<file path="src/rtl/io_line_pkg.sv">
// Shared types and defaults for the io_line_bank short-line track bank.
// Also carries the command legality check used when a command is latched.
package io_line_pkg;

    localparam int WORD_BITS_DEF = 29;
    localparam int WORDS_DEF     = 4;
    localparam int NCH_DEF       = 3;
    localparam int CH_W          = 3;
    localparam int WORD_W        = 7;
    localparam int REM_W         = 8;

    typedef enum logic [1:0] {
        OP_CLEAR = 2'd0,
        OP_LOAD  = 2'd1,
        OP_COPY  = 2'd2,
        OP_OR    = 2'd3
    } op_t;

    typedef logic [1:0] state_t;

    localparam state_t ST_IDLE   = 2'd0;
    localparam state_t ST_ARM    = 2'd1;
    localparam state_t ST_ACTIVE = 2'd2;
    localparam state_t ST_DONE   = 2'd3;

    typedef struct packed {
        op_t               op;
        logic [CH_W-1:0]   ch;
        logic [CH_W-1:0]   src;
        logic [WORD_W-1:0] word;
        logic              all;
        logic              bad;
    } cmd_t;

    function automatic logic cmd_illegal(
        input op_t               op,
        input logic [CH_W-1:0]   ch,
        input logic [CH_W-1:0]   src,
        input logic [WORD_W-1:0] word,
        input logic              all,
        input int                nch,
        input int                words
    );
        logic bad;
        bad = 1'b0;
        if (int'(ch) >= nch)
            bad = 1'b1;
        if (op == OP_COPY && int'(src) >= nch)
            bad = 1'b1;
        if (!all && int'(word) >= words)
            bad = 1'b1;
        return bad;
    endfunction

endpackage

</file>
<file path="src/rtl/io_line_bank_track.sv">
// One recirculating drum line: LEN-bit serial shift register, cleared by reset.
// A bit entering at din reappears at dout exactly LEN cycles later.
module line_track #(
    parameter int LEN = 116
) (
    input  logic clk,
    input  logic rst,
    input  logic din,
    output logic dout
);

    logic [LEN-1:0] sr_q;

    always_ff @(posedge clk or posedge rst) begin
        if (rst)
            sr_q <= '0;
        else
            sr_q <= {sr_q[LEN-2:0], din};
    end

    assign dout = sr_q[LEN-1];

endmodule

</file>
<file path="src/rtl/io_line_bank.sv">
// Bank of NCH recirculating lines with a queued word-addressed command engine.
// Optional feature: define IO_LINE_MARKER_EN for the AUTO reload marker on channel 0.
module io_line_bank
    import io_line_pkg::*;
#(
    parameter int NCH       = NCH_DEF,
    parameter int WORDS     = WORDS_DEF,
    parameter int WORD_BITS = WORD_BITS_DEF
) (
    input  logic              CLOCK,
    input  logic              rst,
    input  logic              T0,
    input  logic              cmd_valid,
    output logic              cmd_ready,
    input  logic [1:0]        cmd_op,
    input  logic [CH_W-1:0]   cmd_ch,
    input  logic [CH_W-1:0]   cmd_src,
    input  logic [WORD_W-1:0] cmd_word,
    input  logic              cmd_all,
    input  logic              sin,
    input  logic              AUTO,
    output logic [NCH-1:0]    dout,
    output logic              sout,
    output logic [WORD_W-1:0] word_pos,
    output logic              done,
    output logic              err
);

    localparam int                L         = WORDS * WORD_BITS;
    localparam int                BC_W      = $clog2(WORD_BITS);
    localparam logic [WORD_W-1:0] LAST_WORD = WORD_W'(WORDS - 1);
    localparam logic [REM_W-1:0]  REM_ALL   = REM_W'(WORDS);

    state_t              state_q, state_d;
    cmd_t                cmd_q, cmd_d;
    logic [REM_W-1:0]    rem_q, rem_d;
    logic [WORD_W-1:0]   word_pos_q, word_pos_d;
    logic [BC_W-1:0]     bit_cnt_q, bit_cnt_d;
    logic [NCH-1:0]      din;
    logic [NCH-1:0]      mark_vec;
    logic [7:0]          dout_pad;
    logic                wr_bit;
    logic                active;

    // Frame counters: T0 closes a word, so the cycle after T0 is bit 0 of the next word.
    always_comb begin
        word_pos_d = word_pos_q;
        bit_cnt_d  = bit_cnt_q + 1'b1;
        if (T0) begin
            bit_cnt_d  = '0;
            word_pos_d = (word_pos_q == LAST_WORD) ? '0 : word_pos_q + 1'b1;
        end
    end

    always_comb begin
        state_d = state_q;
        cmd_d   = cmd_q;
        rem_d   = rem_q;
        case (state_q)
            ST_IDLE: begin
                if (cmd_valid) begin
                    cmd_d = '{op:   op_t'(cmd_op),
                              ch:   cmd_ch,
                              src:  cmd_src,
                              word: cmd_word,
                              all:  cmd_all,
                              bad:  cmd_illegal(op_t'(cmd_op), cmd_ch, cmd_src,
                                                cmd_word, cmd_all, NCH, WORDS)};
                    state_d = ST_ARM;
                end
            end
            ST_ARM: begin
                // An illegal command only passes through here for one cycle.
                if (cmd_q.bad) begin
                    state_d = ST_DONE;
                end else if (T0 && (cmd_q.all || word_pos_d == cmd_q.word)) begin
                    state_d = ST_ACTIVE;
                    rem_d   = cmd_q.all ? REM_ALL : REM_W'(1);
                end
            end
            ST_ACTIVE: begin
                if (T0) begin
                    rem_d = rem_q - 1'b1;
                    if (rem_q == REM_W'(1))
                        state_d = ST_DONE;
                end
            end
            default: state_d = ST_IDLE;
        endcase
    end

    always_ff @(posedge CLOCK or posedge rst) begin
        if (rst) begin
            state_q    <= ST_IDLE;
            cmd_q      <= '0;
            rem_q      <= '0;
            word_pos_q <= '0;
            bit_cnt_q  <= '0;
        end else begin
            state_q    <= state_d;
            cmd_q      <= cmd_d;
            rem_q      <= rem_d;
            word_pos_q <= word_pos_d;
            bit_cnt_q  <= bit_cnt_d;
        end
    end

    assign active = (state_q == ST_ACTIVE);

    always_comb begin
        dout_pad          = '0;
        dout_pad[NCH-1:0] = dout;
        case (cmd_q.op)
            OP_CLEAR: wr_bit = 1'b0;
            OP_LOAD:  wr_bit = sin;
            OP_COPY:  wr_bit = dout_pad[cmd_q.src];
            OP_OR:    wr_bit = dout_pad[cmd_q.ch] | sin;
            default:  wr_bit = 1'b0;
        endcase
    end

`ifdef IO_LINE_MARKER_EN
    // Marker is ORed after the command mux so it survives a CLEAR of channel 0.
    logic marker;
    assign marker   = AUTO && !word_pos_q[0] && (bit_cnt_q == BC_W'(1));
    assign mark_vec = NCH'(marker);
`else
    logic unused_marker;
    assign unused_marker = ^{AUTO, bit_cnt_q};
    assign mark_vec      = '0;
`endif

    for (genvar c = 0; c < NCH; c++) begin : g_ch
        logic sel;
        assign sel    = active && (cmd_q.ch == CH_W'(c));
        assign din[c] = (sel ? wr_bit : dout[c]) | mark_vec[c];

        line_track #(.LEN(L)) u_trk (
            .clk  (CLOCK),
            .rst  (rst),
            .din  (din[c]),
            .dout (dout[c])
        );
    end

    assign cmd_ready = (state_q == ST_IDLE);
    assign done      = (state_q == ST_DONE);
    assign err       = done && cmd_q.bad;
    assign sout      = active ? dout_pad[cmd_q.ch] : 1'b0;
    assign word_pos  = word_pos_q;

endmodule

</file>
<file path="config.mk">
export PLATFORM = sky130hd
export DESIGN_NAME = io_line_bank
export DESIGN_NICKNAME = d
export VERILOG_FILES = /design/src/rtl/io_line_pkg.sv /design/src/rtl/io_line_bank_track.sv /design/src/rtl/io_line_bank.sv
export SDC_FILE = /design/constraint.sdc
export NUM_CORES = 1
export LEC_CHECK = 0
export ABC_CLOCK_PERIOD_IN_PS = 8000
export CAP_MARGIN = 20
export CORE_UTILIZATION = 63
export DETAILED_ROUTE_END_ITERATION = 6
export GPL_TIMING_DRIVEN = 0
export HOLD_SLACK_MARGIN = 0.08
export PLACE_DENSITY = 0.82
export SLEW_MARGIN = 20
export SYNTH_ARGS = -nofsm -noshare
export SYNTH_HDL_FRONTEND = slang
export SYNTH_HIERARCHICAL = 1
export SYNTH_SLANG_ARGS = --single-unit
</file>
<file path="constraint.sdc">
create_clock -name CLOCK -period 8 [get_ports CLOCK]
set_clock_uncertainty 0.05 [all_clocks]
set_input_delay 1.6 -clock CLOCK [delete_from_list [all_inputs] [get_ports CLOCK]]
set_output_delay 1.6 -clock CLOCK [all_outputs]
set_load 0.01 [all_outputs]
</file>
==> impl_table.tex <==
\begin{tabular}{lr}
\hline
Metric & Value \\
\hline
\multicolumn{2}{l}{\textbf{CTS}} \\
\quad Post-CTS Setup Repair Bufs & 0 \\
\quad Clock edge transition at the registers on the reported setup and hold paths & 70 ps \\
\quad Clock sink total & 382 \\
\quad Maximum buffer depth of the clock tree & 3 \\
\quad PostCTS Resize Cnt & 0 \\
\quad Clock buffer count from CTS & 36 \\
\quad Root buffer cell & sky130\_fd\_sc\_hd\_\_clkbuf\_16 \\
\quad Insertion delay to the later sink of the worst-skew pair & about 530 ps \\
\quad Number of levels in the clock H-tree & 2 \\
\quad TritonCTS clock tree & yes \\
\quad Cts hold-fix bufs & 0 \\
\multicolumn{2}{l}{\textbf{Global routing}} \\
\quad Number of antenna violations at the first check in global routing & 0 \\
\quad Pin count of the biggest net entering global routing & 97 \\
\quad Global routing usage on met3 & 4.56\% \\
\quad Global-route usage over all layers & 25.6\% \\
\quad Grt met2 use & 42.2\% \\
\quad Number of global-route vias before repair & 5466 \\
\quad Met1 routing resource usage after global routing & between 30\% and 40\% \\
\quad Wire length of the first global-routing pass & 32.6 mm \\
\quad GR peak layer & met2 \\
\quad Overflow left after global routing & 0 \\
\multicolumn{2}{l}{\textbf{Critical path}} \\
\quad Data arrival time of the critical path & 2560 ps \\
\quad Critical path type & flip-flop to output pin \\
\quad Worst setup EP type & output pin \\
\quad Library cell contributing the largest single delay on the critical path & sky130\_fd\_sc\_hd\_\_clkdlybuf4s50\_1 \\
\quad Crit path top cell by count & sky130\_fd\_sc\_hd\_\_inv\_1 \\
\quad Required time of the critical path & 6350 ps \\
\quad Critical path startpoint category & flip-flop \\
\quad Cell-by-cell trace of the critical path & inv\_1 -> ha\_1 -> inv\_1 -> clkbuf\_1 -> nor3\_1 -> clkdlybuf4s50\_1 \\
\quad Delay of the slowest critical-path stage & roughly 600 ps \\
\quad Critical path fanouts, max & 10 \\
\multicolumn{2}{l}{\textbf{Pwr}} \\
\quad Power consumption & 4.39 mW \\
\quad Leakage component of the power & 6.47 nW \\
\quad Peak VDD IR & 0.259 mV \\
\quad Areal power density over the cells & 347 nW/µm² \\
\multicolumn{2}{l}{\textbf{Finish}} \\
\quad Cell area after layout & 12600 µm² \\
\quad Nets & 659 \\
\quad Fill cell total of the finished layout & 776 \\
\quad Ratio of cells with drive above 1 in the final layout & 13.0\% \\
\quad Area occupied by multi-input gates & 1140 µm² \\
\quad Register Area & between 9000 and 10000 µm² \\
\quad Layout Area Growth over Synthesis & 17.3\% \\
\quad Ant. Diodes & 0 \\
\multicolumn{2}{l}{\textbf{Timing}} \\
\quad Final setup violation count & 0 \\
\quad Tightest hold margin & 280 ps \\
\quad Final slew viol count & 0 \\
\quad Fin crit period & 4210 ps \\
\quad Hold Fails Final Rpt & 0 \\
\quad Worst slew slack as a fraction of its limit & 49.9\% \\
\quad Setup TNS & 0 ps \\
\quad Achievable Freq & 0.238 GHz \\
\quad Final worst path period share & 52.6\% \\
\quad Slew @ Worst Pin & 751 ps \\
\quad Unrepaired setup endpoints after global routing & no \\
\multicolumn{2}{l}{\textbf{Die}} \\
\quad Die outline height & 133 µm \\
\quad Floorplan die area & 17600 µm² \\
\quad Die X-Extent & 133 µm \\
\quad Placement row count & 47 \\
\quad Starting Density & 64.7\% \\
\quad Core outline area & 16600 µm² \\
\quad I/O pins & 36 \\
\multicolumn{2}{l}{\textbf{Placement}} \\
\quad DP Wirelength & roughly 9.4 mm \\
\quad Placement-stage cell area & 11500 µm² \\
\quad Global placer's final weighted congestion & roughly 0.84 \\
\quad Port Buffer Count & 34 \\
\multicolumn{2}{l}{\textbf{Drt}} \\
\quad Post-detailed-route count of antenna-violating nets & 0 \\
\quad Pre-Repair DR Iteration Count & 4 \\
\quad Post-detailed-routing wire length & 20.3 mm \\
\quad Number of remaining DRC errors & 0 \\
\quad Vias after detailed routing & 4725 \\
\quad Vias per cell & $\sim$5.4 \\
\quad Wire length per cell after detailed routing & 23.3 µm \\
\quad Drt initial violations & between 200 and 300 \\
\multicolumn{2}{l}{\textbf{Synthesis}} \\
\quad Synth Warn \# & 6 \\
\quad Mapped cell area & 10800 µm² \\
\quad Post-synthesis register bit count & 382 \\
\quad Number of flops mapped to enable cells by yosys & 0 \\
\quad Avg Inst Size Synth & 19.4 µm² \\
\quad Sequential area share after synthesis & 88.8\% \\
\quad Post-synthesis net count & slightly below 600 \\
\quad FFs w/ async S/R, synth & 100\% \\
\quad Most common flop cell mapped by yosys & sky130\_fd\_sc\_hd\_\_dfrtp\_1 \\
\quad Unique cell type count in the Yosys netlist & 43 \\
\quad Gate count after technology mapping & 554 \\
\multicolumn{2}{l}{\textbf{Outcome}} \\
\quad Run status & completed \\
\multicolumn{2}{l}{\textbf{Hold path}} \\
\quad Worst min-delay path class & flip-flop to flip-flop \\
\multicolumn{2}{l}{\textbf{Run}} \\
\quad Max-cap violations & 0 \\
\hline
\end{tabular}
[final timing paths]
| path | start | endpoint | slack, ps | depth (start not counted) |
|---|---|---|---|---|
| setup / recovery | state_q[0] | sout | 3790 | 6 |
| hold reg to reg | g_ch[1].u_trk/sr_q[44] | g_ch[1].u_trk/sr_q[45] | 280 | 0 |
| max in group asynchronous | rst | g_ch[1].u_trk/sr_q[34] | 5460 | 3 |
| setup reg to reg | word_pos[5] | rem_q[1] | 5020 | 8 |
| hold / removal | g_ch[1].u_trk/sr_q[44] | g_ch[1].u_trk/sr_q[45] | 280 | 0 |
| min in group asynchronous | rst | g_ch[0].u_trk/sr_q[3] | 1650 | 2 |
[placed cells by master, fill, tap and decap left out, types with 6 or more instances in the layout]
| cell type | netlist | final |
|---|---|---|
| sky130_fd_sc_hd__a21oi_1 | 6 | 6 |
| sky130_fd_sc_hd__clkbuf_8 | 0 | 6 |
| sky130_fd_sc_hd__clkbuf_16 | 0 | 36 |
| sky130_fd_sc_hd__ha_1 | 8 | 8 |
| sky130_fd_sc_hd__nor3_1 | 6 | 6 |
| sky130_fd_sc_hd__o21ai_0 | 6 | 6 |
| sky130_fd_sc_hd__clkdlybuf4s50_1 | 0 | 34 |
| sky130_fd_sc_hd__xnor2_1 | 7 | 7 |
| sky130_fd_sc_hd__clkbuf_1 | 5 | 15 |
| sky130_fd_sc_hd__mux2_2 | 21 | 21 |
| sky130_fd_sc_hd__nand2_1 | 19 | 19 |
| sky130_fd_sc_hd__inv_1 | 11 | 7 |
| sky130_fd_sc_hd__dfrtp_1 | 382 | 382 |
| sky130_fd_sc_hd__o22ai_1 | 7 | 7 |
| sky130_fd_sc_hd__nor2_1 | 10 | 10 |
[registers in the layout, indices dropped and copies added, names as in the netlist]
name / count
g_ch.u_trk/sr_q: 348
cmd_q: 17
rem_q: 8
word_pos: 7
state_q: 2
[layout make-up]
class	instances	share of cell area, %
timing repair buffer	37	3.35
clock inverter	9	1.02
multi-input combinational	154	9.01
inverter	11	0.446
buffer	7	0.228
tap	220	2.18
clock buffer	52	8.08
sequential	382	75.7
[synth_stat cells, types with 2 or more instances]
master | number | area share, %
sky130_fd_sc_hd__dfrtp_1 | 382 | 89
sky130_fd_sc_hd__mux2_2 | 21 | 2.2
sky130_fd_sc_hd__nand2_1 | 19 | 0.66
sky130_fd_sc_hd__inv_1 | 11 | 0.38
sky130_fd_sc_hd__nor2_1 | 10 | 0.35
sky130_fd_sc_hd__ha_1 | 8 | 0.93
sky130_fd_sc_hd__o22ai_1 | 7 | 0.41
sky130_fd_sc_hd__xnor2_1 | 7 | 0.57
sky130_fd_sc_hd__a21oi_1 | 6 | 0.28
sky130_fd_sc_hd__nor3_1 | 6 | 0.28
sky130_fd_sc_hd__o21ai_0 | 6 | 0.28
sky130_fd_sc_hd__clkbuf_1 | 5 | 0.17
sky130_fd_sc_hd__mux2i_1 | 5 | 0.46
sky130_fd_sc_hd__nand2b_1 | 5 | 0.29
sky130_fd_sc_hd__nor4_1 | 5 | 0.29
sky130_fd_sc_hd__o2bb2ai_1 | 5 | 0.41
sky130_fd_sc_hd__xor2_1 | 5 | 0.41
sky130_fd_sc_hd__nand3b_1 | 4 | 0.28
sky130_fd_sc_hd__nand4_1 | 4 | 0.23
sky130_fd_sc_hd__a31oi_1 | 3 | 0.17
sky130_fd_sc_hd__nand3_1 | 3 | 0.14
sky130_fd_sc_hd__and2_1 | 2 | 0.12
sky130_fd_sc_hd__buf_2 | 2 | 0.093
sky130_fd_sc_hd__mux2_1 | 2 | 0.21
sky130_fd_sc_hd__nor3b_1 | 2 | 0.14
sky130_fd_sc_hd__or4_1 | 2 | 0.14
[metal layers]
metal | wire length, µm | vias to the layer above
li1 | - | 1980
met1 | 8470 | 2571
met2 | 10500 | 129
met3 | 822 | 45
met4 | 537 | 0
met5 | 0 | -
[power breakdown]
part / internal, mW / switching (mW)
clock: 0.961 / 0.721
combinational: 0.241 / 0.292
sequential: 2.05 / 0.121
[kinds of logic after synthesis]
| family | count (synthesis) | synth area share, % |
|---|---|---|
| DFF | 382 | 88.8 |
| xor gates and xnor gates | 12 | 0.976 |
| and+or+nand+nor | 69 | 3.42 |
| AOI/OAI and AO/OA | 37 | 2.37 |
| muxes | 28 | 2.87 |
| adders and majority gates | 8 | 0.930 |
| buffers and inverters | 18 | 0.651 |
[per-stage QoR]
step	utilization, %	worst slack (ps)	cells
global placement	68.4	2200	808
detailed placement	69.0	3710	811
global route	75.9	3720	872
CTS	75.9	3790	872
finish	75.9	3790	872
floorplan	-	3280	554
[critical path, delay by kind of cell, from the launching register on]
family	cells	cell delay, ps
DFF	1	430
and+or+nand+nor	1	370
adders and majority gates	1	210
buffers and inverters	4	1040
No activity file was read; power rests on OpenSTA's default activity.
